### config.mk
export PLATFORM = sky130hd
export DESIGN_NAME = seg7_onehot_decoder_flat
export DESIGN_NICKNAME = d
export VERILOG_FILES = /design/src/rtl/seg7_onehot_decoder_if.sv /design/src/rtl/seg7_onehot_decoder.sv /design/src/flat_wrapper.sv
export SDC_FILE = /design/constraint.sdc
export NUM_CORES = 1
export LEC_CHECK = 0
export ABC_AREA = 0
export BUFFER_PORTS_ARGS = -buffer_cell sky130_fd_sc_hd__buf_2
export CAP_MARGIN = 30
export CORE_ASPECT_RATIO = 1.25
export CORE_MARGIN = 4
export CORE_UTILIZATION = 50
export CTS_CLUSTER_SIZE = 14
export DETAILED_ROUTE_END_ITERATION = 16
export PLACE_DENSITY = 0.73
export SYNTH_ARGS = -nofsm -noshare
export SYNTH_HDL_FRONTEND = slang
export SYNTH_SLANG_ARGS = --single-unit
### constraint.sdc
create_clock -name clk -period 3.4 [get_ports clk]
set_input_delay 0.17 -clock clk [delete_from_list [all_inputs] [get_ports clk]]
set_output_delay 0.17 -clock clk [all_outputs]
set_load 0.005 [all_outputs]
### src/rtl/seg7_onehot_decoder_if.sv
// Output bundle of the 7-segment decoder: decoded digit offered with a
// valid/ready handshake. The decoder drives it as master; the consumer is the slave.
interface seg7_onehot_decoder_if;
   logic       out_valid;
   logic       out_ready;
   logic [2:0] idx;
   logic [7:0] onehot;

   modport master (output out_valid, idx, onehot, input out_ready);
   modport slave  (input out_valid, idx, onehot, output out_ready);
endinterface

### src/rtl/seg7_onehot_decoder.sv
// Debounces an active-low 7-segment pattern (digits 0-7) and decodes it to a
// 3-bit index plus one-hot vector, offered on a valid/ready handshake.
module seg7_onehot_decoder #(
   parameter int STABLE_CYCLES = 4,
   parameter int CNT_W         = 8
) (
   input  logic                      clk,
   input  logic                      rst_n,
   input  logic                      en,
   input  logic [6:0]                seg_in,
   seg7_onehot_decoder_if.master     res,
   output logic                      err,
   output logic [CNT_W-1:0]          dec_cnt
);

   localparam int                STAB_W    = $clog2(STABLE_CYCLES + 1);
   localparam logic [STAB_W-1:0] STAB_LAST = STAB_W'(STABLE_CYCLES - 1);
   localparam logic [6:0]        BLANK     = 7'h7F;
   localparam logic              ONE_SHOT  = (STABLE_CYCLES == 1);

   typedef enum logic [1:0] {IDLE, TRACK, HOLD, WAIT_CHG} state_t;

   state_t            state, state_nx;
   logic [6:0]        sample, sample_nx;
   logic [STAB_W-1:0] stab, stab_nx;
   logic              valid_q, valid_nx;
   logic [2:0]        idx_q, idx_nx;
   logic [7:0]        onehot_q, onehot_nx;
   logic              err_nx;
   logic [CNT_W-1:0]  cnt_nx;
   logic              fire;
   logic [3:0]        lut;

   // Returns {legal, digit} for an active-low pattern.
   function automatic logic [3:0] lookup(input logic [6:0] p);
      case (p)
         7'h40:   lookup = 4'b1_000;
         7'h79:   lookup = 4'b1_001;
         7'h24:   lookup = 4'b1_010;
         7'h30:   lookup = 4'b1_011;
         7'h19:   lookup = 4'b1_100;
         7'h12:   lookup = 4'b1_101;
         7'h02:   lookup = 4'b1_110;
         7'h78:   lookup = 4'b1_111;
         default: lookup = 4'b0_000;
      endcase
   endfunction

   always_comb begin
      // NOTE: every output of this block gets a default first so no latch is inferred.
      state_nx  = state;
      sample_nx = sample;
      stab_nx   = stab;
      valid_nx  = valid_q;
      idx_nx    = idx_q;
      onehot_nx = onehot_q;
      err_nx    = 1'b0;
      cnt_nx    = dec_cnt;
      fire      = 1'b0;
      lut       = 4'b0_000;

      case (state)
         IDLE: begin
            if (en && seg_in != BLANK) begin
               sample_nx = seg_in;
               stab_nx   = STAB_W'(1);
               state_nx  = TRACK;
               fire      = ONE_SHOT;
            end
         end
         TRACK: begin
            if (!en || seg_in == BLANK) begin
               state_nx = IDLE;
            end else if (seg_in != sample) begin
               sample_nx = seg_in;
               stab_nx   = STAB_W'(1);
               fire      = ONE_SHOT;
            end else begin
               if (stab <= STAB_LAST) stab_nx = stab + STAB_W'(1);
               fire = (stab == STAB_LAST);
            end
         end
         HOLD: begin
            if (res.out_ready) begin
               valid_nx = 1'b0;
               if (dec_cnt != '1) cnt_nx = dec_cnt + CNT_W'(1);
               state_nx = WAIT_CHG;
            end
         end
         WAIT_CHG: begin
            if (!en || seg_in == BLANK) begin
               state_nx = IDLE;
            end else if (seg_in != sample) begin
               sample_nx = seg_in;
               stab_nx   = STAB_W'(1);
               state_nx  = TRACK;
               fire      = ONE_SHOT;
            end
         end
         default: state_nx = IDLE;
      endcase

      // Pattern has been stable long enough: publish it or flag it once.
      if (fire) begin
         lut = lookup(sample_nx);
         if (lut[3]) begin
            valid_nx  = 1'b1;
            idx_nx    = lut[2:0];
            onehot_nx = 8'b1 << lut[2:0];
            state_nx  = HOLD;
         end else begin
            err_nx   = 1'b1;
            state_nx = WAIT_CHG;
         end
      end
   end

   always_ff @(posedge clk) begin
      // NOTE: state registers use non-blocking assignments only.
      if (!rst_n) begin
         state    <= IDLE;
         sample   <= BLANK;
         stab     <= '0;
         valid_q  <= 1'b0;
         idx_q    <= 3'd0;
         onehot_q <= 8'h00;
         err      <= 1'b0;
         dec_cnt  <= '0;
      end else begin
         state    <= state_nx;
         sample   <= sample_nx;
         stab     <= stab_nx;
         valid_q  <= valid_nx;
         idx_q    <= idx_nx;
         onehot_q <= onehot_nx;
         err      <= err_nx;
         dec_cnt  <= cnt_nx;
      end
   end

   assign res.out_valid = valid_q;
   assign res.idx       = idx_q;
   assign res.onehot    = onehot_q;

endmodule

### src/flat_wrapper.sv
// flat-port wrapper written by rule: the top's interface ports become plain ports
module seg7_onehot_decoder_flat 
#(
   parameter int STABLE_CYCLES = 4,
   parameter int CNT_W         = 8
)
  (clk, rst_n, en, seg_in, err, dec_cnt, res_out_valid, res_idx, res_onehot, res_out_ready);
  seg7_onehot_decoder_if res_i ();
  input  logic clk;
  input  logic rst_n;
  input  logic en;
  input  logic [6:0] seg_in;
  output logic err;
  output logic [CNT_W-1:0] dec_cnt;
  output wire logic [$bits(res_i.out_valid)-1:0] res_out_valid;
  output wire logic [$bits(res_i.idx)-1:0] res_idx;
  output wire logic [$bits(res_i.onehot)-1:0] res_onehot;
  input wire logic [$bits(res_i.out_ready)-1:0] res_out_ready;
  assign res_out_valid = res_i.out_valid;
  assign res_idx = res_i.idx;
  assign res_onehot = res_i.onehot;
  assign res_i.out_ready = res_out_ready;
  seg7_onehot_decoder #(.STABLE_CYCLES(STABLE_CYCLES), .CNT_W(CNT_W)) u_core (.clk(clk), .rst_n(rst_n), .en(en), .seg_in(seg_in), .res(res_i), .err(err), .dec_cnt(dec_cnt));
endmodule
==> flow_summary_export.csv, run 1 <==
group,metric,value,unit
outcome,status,"complete, no violations",
power_and_ir_drop,seqPwrFrac,0.505,
global_route,grt-ovfl-total,0,
clock_tree,cts_made_buffers,5,
yosys,syn-cell-area,1980,um2
power_and_ir_drop,clockPowerShare,0.363,
yosys,ys_warn_count,0,
clock_tree,tritoncts,"done",
yosys,async_flop_share,0,
sta,worst_slack,0.448,ns
clock_tree,cts.repair.resized,0,
critical_path,critPathTopFamily,"simple AND/OR/NAND/NOR gates",
sta,whs,0.196,ns
critical_path,worstSetupStartpointType,"register",
placement,gp_congestion,0.811,
clock_tree,cts_setup_buffers,0,
yosys,synth_edf_count,0,
yosys,yosysTopAreaCell,"dfxtp_1",
detailed_routing,wl_per_cell,14.1,um
final_layout,area_growth,12.1,%
global_route,track_usage,0.189,
clock_tree,cts_hold_buf,0,
yosys,synthCells,238,
sta,finalCritPeriodShare,0.868,
floorplanning,core_area,3820,um2
placement,pre_cts_ws,0.476,ns
power_and_ir_drop,power_density,361,nW/um2
global_route,antenna_found_initial,0,
detailed_routing,wl,4470,um
critical_path,critPathSlowestCell,"a211oi_2",
floorplanning,die_w,64.3,um
detailed_routing,drt_pre_antenna_iters,4,
detailed_routing,routed_via_density,5.63,
power_and_ir_drop,comb_power_share,0.132,
sta,hold_violations,0,
critical_path,crit_path_max_fanout,8,
run,maxCapViolCount,0,
clock_tree,cts.sinks,33,
floorplanning,fp.dieH,78.4,um
yosys,yosysSeqAreaShare,0.333,
power_and_ir_drop,p_sw_frac,0.284,
detailed_routing,ant_nets,0,
sta,fin_skew,0.00510,ns
power_and_ir_drop,leakage,0.882,nW
detailed_routing,drt_iter0_drc,90,
power_and_ir_drop,switching_power,0.000228,W
global_route,grt_pass1_wl,7670,um
clock_tree,clockRootBuffer,"clkbuf_8",
sta,max_slew_margin,0.565,
critical_path,path_cells,"xnor2_1 -> and4_4 -> a211oi_2 -> mux2i_1 -> nor4_1 -> or2_1 -> or4_1 -> mux2i_1",
placement,dp_hpwl,3370,um
final_layout,drive_above_1_share,0.205,
yosys,ys.flop_type,"dfxtp_1",
sta,setup_viol,0,
floorplanning,initial_core_util,0.519,
critical_path,crit_buf_inv,0,
floorplanning,ioPinCount,32,
sta,worst-slew-pin-transition,0.652,ns
floorplanning,die-area,5040,um2
critical_path,critPathArrivalTime,3.18,ns
sta,rsz0062_at_grt,"no",
global_route,grt_pass1_vias,1705,
yosys,synth_fp_nets,252,
critical_path,critical_path_required,3.62,ns
critical_path,slowest_delay,0.58,ns
global_route,grt_max_degree,29,
final_layout,nets,276,
hold_path,hp-class,"input port to register",
critical_path,crit_top_cell,"mux2i_1",
clock_tree,path_clk_slew,0.07,ns
critical_path,end_kind,"register",
critical_path,path_class,"register to register",
detailed_routing,drc,0,
yosys,yosys_register_bits,33,
yosys,ys_types,56,
power_and_ir_drop,total_power,0.000803,W
sta,period_minus_slack,2.95,ns
clock_tree,clk_latency,0.29,ns
final_layout,insertedDiodeCount,0,
sta,drv_slew,0,
yosys,syn_avg_cell_area,8.33,um2
clock_tree,cts_htree_levels,2,
sta,setup_tns,0,ns
yosys,synthTopCellsByArea,"dfxtp_1 (33%), nand2_1 (7.6%), mux2i_1 (6.1%)",
clock_tree,ctsLongestPathBuffers,2,
yosys,synth_top_area_share,0.333,
sta,fmax,0.339,GHz
detailed_routing,vias,1784,
power_and_ir_drop,ir_drop,0.231,mV
power_and_ir_drop,internal-power,0.000575,W
placement,port_buffers,31,
floorplanning,rows,25,
==> layout by cell type (no fill, tap or decap), drive strengths merged, types with 4 or more instances in the layout <==
master  netlist  final
o21ai        11     11
mux2i        13     13
nor4b         4      4
inv           4      4
xor2          7      7
mux2          4      4
nor2         18     18
dfxtp        33     33
xnor2         6      6
clkbuf        8      5
buf           6     31
a21oi         8      8
nand4         7      7
nand3        11     11
o211ai        4      4
nand2        40     40
nor3          7      7
==> final cells by class <==
cell class | count | area (um2)
clock buffer | 5 | 68.8
clock inverter | 3 | 17.5
fill | 383 | 1590
inverter | 4 | 15.0
multi-input combinational | 187 | 1240
sequential | 33 | 661
tap | 54 | 67.6
timing repair buffer | 31 | 155
==> routing by layer <==
| metal | vias up | part of all wire | track usage |
|---|---|---|---|
| li1 | 913 | - | - |
| met1 | 832 | 0.44 | 0.220 |
| met2 | 29 | 0.51 | 0.333 |
| met3 | 10 | 0.031 | 0.0429 |
| met4 | 0 | 0.016 | 0.0719 |
| met5 | - | 0 | 0 |
==> registers in the layout, summed over array words and instances (netlist names) <==
register	cells
u_core.err	1
u_core.res.idx	3
u_core.res.out_valid	1
u_core.sample	7
u_core.res.onehot	8
u_core.dec_cnt	8
u_core.state	2
u_core.stab	3
==> cell families (layout without fill, tap and decap cells) <==
logic type / count (synthesis) / in the layout / synth area share
and+or+nand+nor: 107 / 107 / 0.275
AOI/OAI and AO/OA: 47 / 47 / 0.177
DFF: 33 / 33 / 0.333
buffers and inverters: 18 / 43 / 0.0423
muxes: 17 / 17 / 0.0966
xor gates and xnor gates: 13 / 13 / 0.0574
adders and majority gates: 3 / 3 / 0.0189
==> power groups by stage <==
stage          sequential, W  combinational (W)  clock, W
2_1_floorplan       0.000409          0.0000887         0
3_3_place_gp        0.000414           0.000103         0
4_1_cts             0.000405           0.000105  0.000299
5_1_grt             0.000406           0.000117  0.000312
3_5_place_dp        0.000414           0.000105         0
6_report            0.000405           0.000106  0.000292
==> metrics by stage <==
stage / utilization / std cells / instance area [um2]
2_1_floorplan: - / 238 / 1980
3_3_place_gp: 0.560 / 309 / 2140
3_5_place_dp: 0.560 / 309 / 2140
4_1_cts: 0.582 / 317 / 2220
5_1_grt: 0.582 / 317 / 2220
6_report: 0.582 / 317 / 2220
==> path summary, 6_finish.rpt <==
path | startpoint | to | slack [ns] | depth (start not counted)
min | seg_in[1] | u_core.sample[1] | 0.20 | 3
max reg2reg | u_core.sample[6] | u_core.res.onehot[0] | 0.45 | 8
min reg2reg | u_core.res.onehot[1] | u_core.res.onehot[1] | 0.45 | 2
max | u_core.sample[6] | u_core.res.onehot[0] | 0.45 | 8
==> synth_stat cells, types with 4 or more instances <==
cell type  instances
inv_1              4
nand3_1           11
nand4_1            7
a21oi_1            8
buf_2              4
nor4b_1            4
o21ai_0            5
xnor2_1            6
o21ai_1            4
clkbuf_1           8
nor2_1            18
xor2_1             7
dfxtp_1           33
nand2_1           40
mux2i_1           12
nor3_1             7
==> worst register-to-register path, delay by kind of cell (launching register included) <==
kind | cells | cell delay [ns]
AOI/OAI and AO/OA | 1 | 0.58
xor gates and xnor gates | 1 | 0.14
DFF | 1 | 0.50
muxes | 2 | 0.64
and+or+nand+nor | 4 | 1.02
Power figures use the tool's default switching activity.
==> run 2: changes to the inputs <==
--- a/config.mk
+++ b/config.mk
@@ -10,10 +10,10 @@
 export CAP_MARGIN = 30
 export CORE_ASPECT_RATIO = 1.25
 export CORE_MARGIN = 4
-export CORE_UTILIZATION = 50
+export CORE_UTILIZATION = 54
 export CTS_CLUSTER_SIZE = 14
 export DETAILED_ROUTE_END_ITERATION = 16
-export PLACE_DENSITY = 0.73
+export PLACE_DENSITY = 0.78
 export SYNTH_ARGS = -nofsm -noshare
 export SYNTH_HDL_FRONTEND = slang
 export SYNTH_SLANG_ARGS = --single-unit
==> run 2 against run 1 <==
Effect of this change: sequential power hardly changed; cell count down 4.4%; die area down 6.6%; global-route usage is 0.22 points lower; total power is 18% higher; via count increased by 0.34%; fmax grew 4.9%; combinational power is essentially flat; critical path depth unchanged; wire length down 3.7%; highest routed layer unchanged.
==> flow_summary_export.csv, run 2 (same netlist as run 1, synthesis figures left out) <==
group,metric,value,unit
outcome,status,"complete, no violations",
sta,whs,0.199,ns
power_and_ir_drop,switching_power,0.000220,W
sta,worst-slew-pin-transition,0.652,ns
detailed_routing,ant_nets,0,
run,maxCapViolCount,0,
detailed_routing,drt_pre_antenna_iters,4,
floorplanning,die-area,4710,um2
sta,max_slew_margin,0.560,
power_and_ir_drop,power_density,419,nW/um2
power_and_ir_drop,comb_power_share,0.112,
critical_path,path_class,"register to register",
sta,period_minus_slack,2.82,ns
final_layout,final_util,0.643,
floorplanning,die_w,62.2,um
global_route,antenna_found_initial,0,
critical_path,critical_path_required,3.61,ns
critical_path,critPathArrivalTime,3.03,ns
critical_path,r2r_slack,0.58,ns
power_and_ir_drop,clockPowerShare,0.459,
detailed_routing,drc,0,
clock_tree,tritoncts,"done",
power_and_ir_drop,p_sw_frac,0.233,
global_route,track_usage,0.187,
floorplanning,rows,24,
final_layout,n_fill_cell,296,
hold_path,hp-class,"input port to register",
sta,rsz0062_at_grt,"no",
critical_path,worstSetupStartpointType,"register",
detailed_routing,vias,1790,
placement,dp_hpwl,3320,um
detailed_routing,wl,4310,um
power_and_ir_drop,leakage,0.911,nW
clock_tree,cts.repair.resized,0,
placement,port_buffers,31,
detailed_routing,routed_via_density,5.91,
power_and_ir_drop,internal-power,0.000725,W
final_layout,final_common_cell,"nand2_1",
clock_tree,cts_htree_levels,2,
final_layout,drive_above_1_share,0.208,
sta,fin_skew,0.00609,ns
clock_tree,cts_hold_buf,0,
placement,gp_congestion,0.970,
critical_path,end_kind,"register",
detailed_routing,drt_iter0_drc,79,
critical_path,crit_path_max_fanout,10,
power_and_ir_drop,seqPwrFrac,0.428,
floorplanning,ioPinCount,32,
sta,fmax,0.355,GHz
final_layout,layout_common_cells,"nand2_1 (40), dfxtp_1 (33), buf_2 (31)",
global_route,grt_pass1_vias,1628,
floorplanning,initial_core_util,0.564,
global_route,grt-ovfl-total,0,
power_and_ir_drop,ir_drop,0.539,mV
sta,setup_tns,0,ns
floorplanning,fp.dieH,75.7,um
clock_tree,ctsLongestPathBuffers,2,
sta,finalCritPeriodShare,0.828,
sta,hold_violations,0,
sta,drv_slew,0,
clock_tree,clockRootBuffer,"clkbuf_8",
floorplanning,core_area,3510,um2
sta,setup_viol,0,
clock_tree,cts.sinks,33,
clock_tree,clk_latency,0.28,ns
clock_tree,cts_made_buffers,5,
global_route,grt_pass1_wl,7200,um
detailed_routing,wl_per_cell,14.2,um
clock_tree,path_clk_slew,0.07,ns
global_route,grt_max_degree,29,
final_layout,area_growth,14.0,%
clock_tree,cts_setup_buffers,0,
final_layout,insertedDiodeCount,0,
final_layout,nets,277,
-- run 2: path summary, 6_finish.rpt --
path / startpoint / end / depth (start not counted)
hold / removal: seg_in[1] / u_core.sample[1] / 3
setup reg to reg: u_core.sample[4] / u_core.res.onehot[0] / 8
hold reg to reg: u_core.res.out_valid / u_core.res.out_valid / 2
setup / recovery: u_core.sample[4] / u_core.res.onehot[0] / 8
-- run 2: layout make-up --
class	instances	area, um2	area share
Clock buffer	5	68.8	0.0305
Clock inverter	3	65.1	0.0288
Inverter	4	15.0	0.00665
Multi-Input combinational cell	187	1240	0.548
Sequential cell	33	661	0.293
Tap cell	39	48.8	0.0216
Timing Repair Buffer	32	163	0.0720
-- run 2: routing by layer --
layer  global-route usage  wire length, um  vias up
met5                    0                0        -
met4               0.0723               63        0
met3               0.0354              134        6
met2                0.346             2230       26
met1                0.214             1880      843
li1                     -                -      915
-- run 2: critical path: stages (launching register included) --
cell and delay [ns]:
dfxtp_1 0.34, xor2_1 0.19, nor4_4 0.42, a211o_1 0.41, mux2i_1 0.44, nor4_1 0.15, or2_1 0.27, or4_1 0.40
mux2i_1 0.12
-- run 2: power groups by stage --
| stage | registers (W) | clock network, W | logic [W] |
|---|---|---|---|
| final | 0.000405 | 0.000434 | 0.000106 |
| after global routing | 0.000406 | 0.000458 | 0.000117 |
| after CTS | 0.000405 | 0.000442 | 0.000106 |
| after detailed placement | 0.000414 | 0 | 0.000105 |
| after global placement | 0.000413 | 0 | 0.000104 |
| after floorplan | 0.000409 | 0 | 0.0000887 |
-- run 2: through the flow --
stage	power, W	std cells	setup WS, ns	instance area [um2]
6_report	0.000946	303	0.585	2260
5_1_grt	0.000981	303	0.355	2260
4_1_cts	0.000952	303	0.591	2260
3_5_place_dp	0.000519	295	0.632	2120
3_3_place_gp	0.000518	295	0.685	2120
2_1_floorplan	0.000498	238	0.825	1980
==> run 3: changes to the inputs <==
==> constraint.sdc (replaced) <==
create_clock -name clk -period 2.9 [get_ports clk]
set_input_delay 0.145 -clock clk [delete_from_list [all_inputs] [get_ports clk]]
set_output_delay 0.145 -clock clk [all_outputs]
set_load 0.005 [all_outputs]
==> run 3 against run 2 <==
Effect of this change: global-route usage up 2.2 points; wire length up 9.3%; combinational power up 25%; worst hold slack worse by 0.041 ns; critical path type unchanged; largest power group is now registers.
==> flow_summary_export.csv, run 3 (same netlist as run 1, synthesis figures left out) <==
group,metric,value,unit
sta,whs,0.158,ns
floorplanning,fp.dieH,75.7,um
sta,setup_viol,0,
global_route,track_usage,0.208,
power_and_ir_drop,switching_power,0.000271,W
detailed_routing,drt_iter0_drc,111,
final_layout,final_common_cell,"nand2_1",
global_route,grt_max_degree,29,
floorplanning,ioPinCount,32,
sta,hold_violations,0,
floorplanning,die-area,4710,um2
detailed_routing,ant_nets,0,
critical_path,worstSetupStartpointType,"register",
sta,fmax,0.358,GHz
critical_path,critPathArrivalTime,3.01,ns
sta,drv_slew,0,
placement,dp_hpwl,3400,um
final_layout,area_growth,13.9,%
final_layout,drive_above_1_share,0.224,
sta,finalCritPeriodShare,0.964,
critical_path,path_class,"register to register",
floorplanning,rows,24,
detailed_routing,routed_via_density,5.97,
clock_tree,cts.sinks,33,
detailed_routing,wl_per_cell,15.3,um
clock_tree,tritoncts,"done",
power_and_ir_drop,p_sw_frac,0.285,
power_and_ir_drop,seqPwrFrac,0.500,
detailed_routing,vias,1834,
sta,max_slew_margin,0.615,
sta,period_minus_slack,2.80,ns
hold_path,holdPathStages,3,
clock_tree,path_clk_slew,0.07,ns
clock_tree,clk_latency,0.29,ns
clock_tree,cts_hold_buf,0,
placement,gp_congestion,0.930,
sta,fin_skew,0.00595,ns
clock_tree,clockRootBuffer,"clkbuf_8",
floorplanning,die_w,62.2,um
power_and_ir_drop,ir_drop,0.326,mV
clock_tree,cts_made_buffers,5,
floorplanning,initial_core_util,0.564,
hold_path,holdCritStartpoint,"seg_in[1]",
floorplanning,core_area,3510,um2
global_route,grt-ovfl-total,0,
sta,setup_tns,0,ns
final_layout,layout_common_cells,"nand2_1 (40), dfxtp_1 (33), buf_2 (31)",
detailed_routing,drt_pre_antenna_iters,4,
clock_tree,ctsLongestPathBuffers,2,
global_route,grt_pass1_vias,1696,
critical_path,r2r-start,"u_core.sample[2]",
detailed_routing,drc,0,
run,maxCapViolCount,0,
global_route,grt_pass1_wl,7870,um
sta,worst-slew-pin-transition,0.570,ns
critical_path,end_kind,"register",
power_and_ir_drop,clockPowerShare,0.360,
placement,port_buffers,31,
power_and_ir_drop,leakage,0.909,nW
critical_path,r2r_slack,0.10,ns
critical_path,crit_path_max_fanout,10,
global_route,antenna_found_initial,0,
final_layout,insertedDiodeCount,0,
critical_path,r2r_cells,8,
critical_path,r2r_end,"u_core.res.onehot[0]",
clock_tree,cts_htree_levels,2,
power_and_ir_drop,comb_power_share,0.140,
final_layout,nets,281,
detailed_routing,wl,4710,um
sta,rsz0062_at_grt,"no",
hold_path,min_to,"u_core.sample[1]",
final_layout,n_fill_cell,325,
critical_path,critical_path_required,3.11,ns
power_and_ir_drop,power_density,421,nW/um2
outcome,status,"complete, no violations",
hold_path,hp-class,"input port to register",
power_and_ir_drop,internal-power,0.000680,W
==> run 3: metrics by stage <==
stage / total power, W / setup slack (ns) / util / std cells / instance area [um2]
finish: 0.000951 / 0.104 / 0.642 / 307 / 2260
CTS: 0.000953 / 0.0451 / 0.636 / 306 / 2230
global route: 0.000992 / 0.00616 / 0.642 / 307 / 2260
global placement: 0.000610 / 0.197 / 0.611 / 298 / 2150
detailed placement: 0.000611 / 0.116 / 0.611 / 298 / 2150
floorplan: 0.000584 / 0.325 / - / 238 / 1980
==> run 3: how the worst max path moves through the flow <==
stage | startpoint | endpoint | depth (start not counted)
floorplan | u_core.state[0] | u_core.res.onehot[0] | 9
global placement | u_core.sample[4] | u_core.res.onehot[0] | 8
detailed placement | u_core.sample[3] | u_core.res.onehot[0] | 8
CTS | u_core.sample[3] | u_core.res.onehot[0] | 8
global route | u_core.state[0] | u_core.res.idx[0] | 8
finish | u_core.sample[2] | u_core.res.onehot[0] | 8
==> run 3: layout make-up <==
class / instances / area [um2] / area share
Clock inverter: 3 / 17.5 / 0.00776
Multi-Input combinational cell: 187 / 1250 / 0.555
Sequential cell: 33 / 661 / 0.293
Tap cell: 39 / 48.8 / 0.0216
Timing Repair Buffer: 36 / 193 / 0.0854
Clock buffer: 5 / 68.8 / 0.0305
Inverter: 4 / 15.0 / 0.00665
==> run 3: repair_timing <==
action	in CTS	in global routing
gates resized for setup	0	3
setup endpoints to repair	0	7
buffers inserted	0	1
==> run 3: metal layers <==
layer,track usage,vias up,share of wire
li1,-,921,-
met1,0.240,871,0.41
met2,0.386,37,0.53
met3,0.0472,5,0.050
met4,0.0651,0,0.010
met5,0,-,0
==> run 3: critical path: stages (launching register included) <==
cell and delay (ns):
dfxtp_1 0.43, xor2_1 0.14, nor4_4 0.48, a211o_4 0.29, mux2_4 0.35, o21ba_1 0.20, or2_1 0.26, or4_1 0.42
mux2i_1 0.15
==> run 3: power groups by stage <==
stage	combinational [W]	sequential, W	clock (W)
2_1_floorplan	0.000104	0.000480	0
3_3_place_gp	0.000125	0.000485	0
3_5_place_dp	0.000125	0.000486	0
4_1_cts	0.000127	0.000475	0.000351
5_1_grt	0.000147	0.000477	0.000368
6_report	0.000133	0.000475	0.000342
